File: config.mk
export PLATFORM = sky130hd
export DESIGN_NAME = pipe_hazard_ctrl
export DESIGN_NICKNAME = d
export VERILOG_FILES = /design/src/rtl/pipe_hazard_ctrl.sv
export SDC_FILE = /design/constraint.sdc
export NUM_CORES = 1
export LEC_CHECK = 0
export ABC_AREA = 1
export BUFFER_PORTS_ARGS = -buffer_cell sky130_fd_sc_hd__buf_2
export CORE_ASPECT_RATIO = 0.8
export CORE_MARGIN = 2
export CORE_UTILIZATION = 49
export CTS_CLUSTER_SIZE = 10
export DETAILED_ROUTE_END_ITERATION = 6
export PLACE_DENSITY = 0.76
export SLEW_MARGIN = 20
export SYNTH_ARGS = -nofsm -noshare
export SYNTH_HDL_FRONTEND = slang
export SYNTH_SLANG_ARGS = --single-unit
File: constraint.sdc
create_clock -name clk -period 1.71 [get_ports clk]
set_clock_uncertainty 0.1 [all_clocks]
set_input_delay 0.342 -clock clk [delete_from_list [all_inputs] [get_ports clk]]
set_output_delay 0.342 -clock clk [all_outputs]
set_load 0.005 [all_outputs]
File: src/rtl/pipe_hazard_ctrl.sv
// pipe_hazard_ctrl: sequencing controller for the 5-stage IF/ID/EX/MEM/WB pipeline.
// Resolves load-use stalls, ID-stage branch/jump flushes and multi-cycle data-memory
// accesses (with timeout and sticky error), and keeps saturating stall/flush counters.
module pipe_hazard_ctrl #(
    parameter int REG_W       = 4,
    parameter int CNT_W       = 16,
    parameter int MEM_TIMEOUT = 15
) (
    input  logic             clk,
    input  logic             rst_n,
    input  logic [3:0]       id_opcode,
    input  logic [REG_W-1:0] id_rs,
    input  logic [REG_W-1:0] id_rt,
    input  logic             id_branch_taken,
    input  logic             ex_memrd,
    input  logic [REG_W-1:0] ex_rd,
    input  logic             mem_memsig,
    input  logic             mem_ack,
    input  logic             err_clr,
    input  logic             cnt_clr,
    output logic             pc_wr_en,
    output logic             pc_sel_br,
    output logic             ifid_wr_en,
    output logic             ifid_flush,
    output logic             idex_wr_en,
    output logic             idex_bubble,
    output logic             exmem_wr_en,
    output logic             memwb_bubble,
    output logic             mem_req,
    output logic             mem_err,
    output logic [CNT_W-1:0] stall_cycles,
    output logic [CNT_W-1:0] flush_count
);

    localparam int TO_W = (MEM_TIMEOUT < 2) ? 1 : $clog2(MEM_TIMEOUT + 1);
    localparam logic [TO_W-1:0] TO_LAST = TO_W'(MEM_TIMEOUT - 1);

    typedef enum logic [1:0] {
        RUN      = 2'd0,
        MEM_WAIT = 2'd1,
        RELEASE  = 2'd2
    } state_t;

    state_t          state;
    logic [TO_W-1:0] tmo_cnt;

    logic uses_rs;
    logic uses_rt;
    logic is_br_op;
    logic hold;
    logic lu_haz;
    logic br;
    logic timeout;

    // Decode which source registers the ID instruction reads and whether it can redirect the PC.
    always_comb begin
        uses_rs  = 1'b0;
        uses_rt  = 1'b0;
        is_br_op = 1'b0;
        case (id_opcode)
            4'b1111, 4'b1000, 4'b1001, 4'b1011, 4'b1101: begin
                uses_rs = 1'b1;
                uses_rt = 1'b1;
            end
            4'b1010, 4'b1100: begin
                uses_rs = 1'b1;
            end
            4'b0101, 4'b0100, 4'b0110: begin
                uses_rs  = 1'b1;
                uses_rt  = 1'b1;
                is_br_op = 1'b1;
            end
            4'b0001: begin
                is_br_op = 1'b1;
            end
            default: begin
            end
        endcase
    end

    // Hazard detection; register 0 is deliberately compared like any other register.
    assign hold    = ((state == RUN) && mem_memsig) || (state == MEM_WAIT);
    assign lu_haz  = ex_memrd && ((uses_rs && (id_rs == ex_rd)) || (uses_rt && (id_rt == ex_rd)));
    assign br      = id_branch_taken && is_br_op;
    assign timeout = (state == MEM_WAIT) && !mem_ack && (tmo_cnt == TO_LAST);
    assign mem_req = (state == MEM_WAIT);

    // Stage controls with priority hold > load-use > branch; frozen stages mask the lower ones.
    always_comb begin
        pc_wr_en     = 1'b1;
        pc_sel_br    = 1'b0;
        ifid_wr_en   = 1'b1;
        ifid_flush   = 1'b0;
        idex_wr_en   = 1'b1;
        idex_bubble  = 1'b0;
        exmem_wr_en  = 1'b1;
        memwb_bubble = 1'b0;
        if (hold) begin
            pc_wr_en     = 1'b0;
            ifid_wr_en   = 1'b0;
            idex_wr_en   = 1'b0;
            exmem_wr_en  = 1'b0;
            memwb_bubble = 1'b1;
        end else if (lu_haz) begin
            pc_wr_en    = 1'b0;
            ifid_wr_en  = 1'b0;
            idex_bubble = 1'b1;
        end else if (br) begin
            pc_sel_br  = 1'b1;
            ifid_flush = 1'b1;
        end
    end

    // Memory-access FSM with timeout counter and sticky error (set beats clear).
    always_ff @(posedge clk or negedge rst_n) begin
        if (!rst_n) begin
            state   <= RUN;
            tmo_cnt <= '0;
            mem_err <= 1'b0;
        end else begin
            case (state)
                RUN: begin
                    if (mem_memsig) begin
                        state   <= MEM_WAIT;
                        tmo_cnt <= '0;
                    end
                end
                MEM_WAIT: begin
                    tmo_cnt <= tmo_cnt + TO_W'(1);
                    if (mem_ack || timeout) begin
                        state <= RELEASE;
                    end
                end
                default: begin
                    state <= RUN;
                end
            endcase
            if (timeout) begin
                mem_err <= 1'b1;
            end else if (err_clr) begin
                mem_err <= 1'b0;
            end
        end
    end

    // Saturating performance counters; a clear request overrides the increment.
    always_ff @(posedge clk or negedge rst_n) begin
        if (!rst_n) begin
            stall_cycles <= '0;
            flush_count  <= '0;
        end else if (cnt_clr) begin
            stall_cycles <= '0;
            flush_count  <= '0;
        end else begin
            if (!pc_wr_en && (stall_cycles != '1)) begin
                stall_cycles <= stall_cycles + CNT_W'(1);
            end
            if (ifid_flush && (flush_count != '1)) begin
                flush_count <= flush_count + CNT_W'(1);
            end
        end
    end

endmodule

-- After elaboration in Yosys (flattened, before gate mapping)
Index checks and enable logic that the tools add are counted.
- register bits after elaboration: 39
- output and inout port bits: 42
- word-level logic and storage cells: 74
- add/subtract/negate cells: 3
- eq/ne operators: 19
- muxes and demuxes: 23
- reduce and logical (&&, ||, !) cells: 24
- operators with widths (kind ; number):
    $mux W16 ; 4
    $add A16 B1 Y16 const B ; 2
    $eq A4 B4 Y1 const B ; 8
    $ne A16 B16 Y1 const B ; 2
    $mux W1 ; 14
    $eq A4 B3 Y1 const B ; 3
    $reduce_or A10 Y1 ; 1
    $logic_and A1 B1 Y1 ; 9
    $eq A4 B4 Y1 ; 2
    $pmux W4 S2 ; 1
    $reduce_bool A2 Y1 ; 4
    $reduce_or A8 Y1 ; 1
    $add A4 B1 Y4 const B ; 1
    $eq A4 B1 Y1 const B ; 1
    $mux W2 ; 2
    $mux W4 ; 1
    $pmux W2 S2 ; 1
    $reduce_and A2 Y1 ; 2
    $reduce_or A4 Y1 ; 1
    $logic_or A1 B1 Y1 ; 3
    $eq A2 B1 Y1 const B ; 1
    $logic_not A1 Y1 ; 2
    $logic_not A2 Y1 ; 1
    $ne A2 B1 Y1 const B ; 1
    $ne A2 B2 Y1 const B ; 1

-- Depth between registers and ports, before layout
- word-level depth: 12
- gate-level depth with buffers: 14

-- Worst setup path after synthesis
Ideal clock, no wire load.
- kind: register to register
- from: register stall_cycles[0]
- to: register stall_cycles[5]
- library setup time: 0.117 ns
- arrival: 1.603 ns
- data required time: 1.493 ns
- path slack: -0.110 ns
- cell stages (with the launch flop): 12
- buffers on the path: 1
- period minus slack after synthesis: 1.820 ns
- path through: dfrtp_1 ha_1 nand2_1 nor2_2 nand2_1 nor3_2 nand3_2 nand2_4 nand2_4 buf_6 nand2_1 nand2_1
- cells in the longest elaborated chain, start to end: 3
- elaborated cells between the ends (all ways): 6
- RTL lines (item ; line ; text):
    start, declared ; 31 ; output logic [CNT_W-1:0] stall_cycles,
    start signal, assigned ; 156 ; stall_cycles <= stall_cycles + CNT_W'(1);
    $add A16 B1 Y16 or $ne A16 B16 Y1 (tied branches) ; 156, 155 ;
    $mux W16 or $logic_and A1 B1 Y1 (tied branches) ; 155 ; if (!pc_wr_en && (stall_cycles != '1)) begin
    $mux W16 or $reduce_bool A2 Y1 (tied branches) ; - ;
Parallel ways exist; a longest one is shown, timed or not. The select of a mux whose other input is x is not followed.
A chain may end at the register's enable or synchronous reset.

-- Final worst setup path
- from: register stall_cycles[1]
- to: register stall_cycles[13]
Same word-level chain as after synthesis.

==> summary by stage <==
Status
The flow ran to the end, but the final reports show violations. The checks that failed: negative setup slack.

Cells and area
The final layout net count is 528. Once layout is complete, the cells apart from fillers number 566. The layout has 392 filler cells.

From synthesis to final layout, the design area changed by 44.93%. In the final layout, the share of cells above drive strength 1 is 36.73%. The final core area utilization is 72.91%.

The repair_antennas step left the layout with diodes totalling 0.

Floorplanning
The chip width is 87.05 um. The effective utilization at floorplan is 50.30%. Measured along the y axis, the die boundary spans 70.44 um. The I/O pin count is 66.

Row generation in the floorplan step produced 24 rows. The area of the die is 0.006132 mm2. The core region is 0.005375 mm2.

Worst setup path
The kind of critical path is flip-flop to flip-flop. The startpoint type of the worst setup path is a flip-flop. The critical path required time is 1830 ps. The signal on the critical path passes through ha_4 -> nand2_4 -> nor2_4 -> nand2_2 -> nor3_2 -> nand3_2 -> nand2_8 -> nand2_4 -> o21ai_1. The cell that appears most often on the critical path is sky130_fd_sc_hd__nand2_4. The library cell contributing the largest single delay on the critical path is sky130_fd_sc_hd__dfrtp_1.

The worst path arrival time is 1970 ps. The kind of end point of the critical path is a flip-flop. In this design, the stage delay of the slowest critical-path cell is 400 ps. In this run the worst path has a maximum fanout of 7.

Clock network
The total clock sinks is 39. The clock tree from TritonCTS is built. The clock-pin transition on the worst setup and hold timing paths is 80 ps. The root cell of the clock tree is sky130_fd_sc_hd__clkbuf_8. The clock latency at the later pin of the worst-skew pair is 300 ps.

The number of levels in the clock H-tree is 2. In this run, CTS created clock tree buffers numbering 5. In this run the deepest clock path goes through 2 buffers.

Logic synthesis
Sorting the synthesized cells by how often they occur yields sky130_fd_sc_hd__nand2_1 (128), sky130_fd_sc_hd__nor2_1 (54), sky130_fd_sc_hd__nand3_1 (52). For this run, asynchronously set or reset flops after synthesis account for 100.0%. Of the synthesized area, sequential elements account for 36.09%. For this run, the number of Yosys warnings is 0.

In this run, distinct cell masters in the synthesized netlist total 31. In the post-synthesis netlist, the biggest area contributors are sky130_fd_sc_hd__dfrtp_1 (36%), sky130_fd_sc_hd__nand2_1 (18%), sky130_fd_sc_hd__nand3_1 (9.6%), sky130_fd_sc_hd__nor2_1 (7.5%), sky130_fd_sc_hd__xor2_1 (5.8%). Counting flops and latches in the post-synthesis netlist gives 39.

The total nets after synthesis is 417. The cell count after synthesis is 389. The share of synthesized area in the top cell type comes to 36.09%. The most used flip-flop cell after synthesis is sky130_fd_sc_hd__dfrtp_1.

The post-synthesis instance area is 0.002704 mm2. The cell type contributing the most total cell area after synthesis is sky130_fd_sc_hd__dfrtp_1. The mean instance size in the synthesized netlist is 6.951 um2. The number of flops mapped to enable cells by yosys is 0. By instance count, the leading cell after synthesis is sky130_fd_sc_hd__nand2_1.

Global routing
The initial antenna violation count is 0. The wire length of the first global-routing pass is 12.58 mm. Global routing used 25.62% of the available tracks. The largest net degree at the start of global routing is 37. The total congestion overflow after global routing is 0. The via count of the first global-routing pass is 2860.

STA
Dividing the final minimum period by the clock period gives 108.4%. The worst slew margin relative to its limit is 71.10%. The highest clock frequency the design can meet is 0.5397 GHz. Setup total negative slack on the finished layout was measured at -2600 ps. The final max-slew violation count is 0.

The final-report setup violation count is 39. For the finished layout, the period the worst path requires is 1853 ps. The slew at the pin closest to its max-slew limit is 433.6 ps. Setup repair after global routing could not meet its margin everywhere. The hold violation total from the final report is 0. After layout, the worst setup slack is -143.0 ps.

Detailed routing
The iteration-0 DRC count of the detailed router is 454. The mean number of vias per cell is 5.502. The count of antenna-violating nets left after detailed routing is 0. The routed length per placed instance is 14.29 um. The via count is 3114. The post-route DRC violation count is 0.

The first-pass iteration count of the detailed router is 5. Summed over all layers, the routed wires come to 8.086 mm.

Placement
The last weighted congestion value of the routability-driven placer is 0.8748. Port buffering added 65 buffers. The placed wire-length estimate is 5.173 mm. Prior to clock tree synthesis, the placed netlist has a worst setup slack of -133.0 ps. The number of placed instances, taps included, is 544.

Flow run
The number of max-capacitance violations reported is 0.

Power and ir drop
VDD sags by at most 752.3 uV. Summed over all cells, the static leakage comes to 2.043 nW. The areal power density over the cells is 948.5 mW/mm2.

Worst hold path
The path class of the tightest hold or removal check is input port to flip-flop.
metal layers:
layer	vias up	track usage (%)	share of wire (%)
met1	1449	33.31	41
met2	180	41.98	49
li1	1468	-	-
met3	17	6.738	8.5
met5	-	0	0
met4	0	6.944	1.3
critical path: cells and delay by family (launching register included):
family | cells | cell delay [ps]
AND/OR/NAND/NOR | 7 | 930
adder cells (fa/ha/maj) | 1 | 170
flip-flops | 1 | 400
AO/OA/AOI/OAI | 1 | 160
cells in the final DEF (no fill, tap or decap), types with 13 or more instances in the layout:
master / Yosys / final
sky130_fd_sc_hd__dfrtp_1: 39 / 36
sky130_fd_sc_hd__buf_6: 2 / 13
sky130_fd_sc_hd__nand3_1: 52 / 46
sky130_fd_sc_hd__xor2_1: 18 / 18
sky130_fd_sc_hd__nand2_2: 2 / 22
sky130_fd_sc_hd__buf_4: 5 / 40
sky130_fd_sc_hd__nor2_1: 54 / 51
sky130_fd_sc_hd__buf_2: 3 / 54
sky130_fd_sc_hd__nand2_1: 128 / 105
sky130_fd_sc_hd__inv_1: 31 / 23
power by group:
group | switching, mW | internal, mW
sequential | 0.0947 | 1.02
clock | 0.345 | 0.584
combinational | 0.842 | 0.830
path summary, 6_finish.rpt:
| path | start | endpoint | slack (ps) | cells past startpoint |
|---|---|---|---|---|
| worst max-delay path | stall_cycles[1] | stall_cycles[13] | -140 | 9 |
| worst max register to register | stall_cycles[1] | stall_cycles[13] | -140 | 9 |
| min in group asynchronous | rst_n | flush_count[3] | 430 | 2 |
| worst min register to register | tmo_cnt[3] | tmo_cnt[3] | 400 | 1 |
| max in group asynchronous | rst_n | stall_cycles[0] | 600 | 3 |
| worst min-delay path | err_clr | mem_err | 130 | 2 |
stage by stage:
stage / hold WS [ps] / instance area [um2] / total power, mW
floorplan: -53.59 / 2740 / 1.764
global placement: 200.2 / 3421 / 2.293
detailed placement: 199.8 / 3421 / 2.333
CTS: 126.8 / 3747 / 3.505
global route: 142.3 / 3919 / 3.899
finish: 132.6 / 3919 / 3.717
registers in the layout, indices dropped and copies added (netlist names):
name          count
stall_cycles     16
mem_err           1
state             2
flush_count      16
tmo_cnt           4
logic make-up after synthesis:
logic type,after synthesis,synth area share [%]
AND/OR/NAND/NOR,267,44.61
buffers and inverters,46,7.774
flip-flops,39,36.09
XOR/XNOR,24,7.774
AO/OA/AOI/OAI,9,1.897
adder cells (fa/ha/maj),4,1.851
final cells by class:
| type | count | area, um2 | share of cell area [%] |
|---|---|---|---|
| flip-flops and latches | 39 | 979.7 | 25.00 |
| clock buffers | 6 | 72.57 | 1.852 |
| multi-input cells | 306 | 1724 | 44.00 |
| inverters | 33 | 128.9 | 3.289 |
| well taps | 65 | 81.33 | 2.075 |
| clock inverters | 2 | 60.06 | 1.533 |
| repair buffers | 115 | 872.1 | 22.25 |
what timing repair did:
| item | CTS | global route |
|---|---|---|
| hold buffers | 1 | 0 |
| endpoints found under the setup margin | 37 | 40 |
| gates resized for setup | 32 | 34 |
| gates cloned | 1 | 2 |
| setup buffers | 7 | 3 |
| hold endpoints to repair | 16 | 0 |
| pin swaps | 20 | 24 |
No activity file was read; power rests on OpenSTA's default activity.
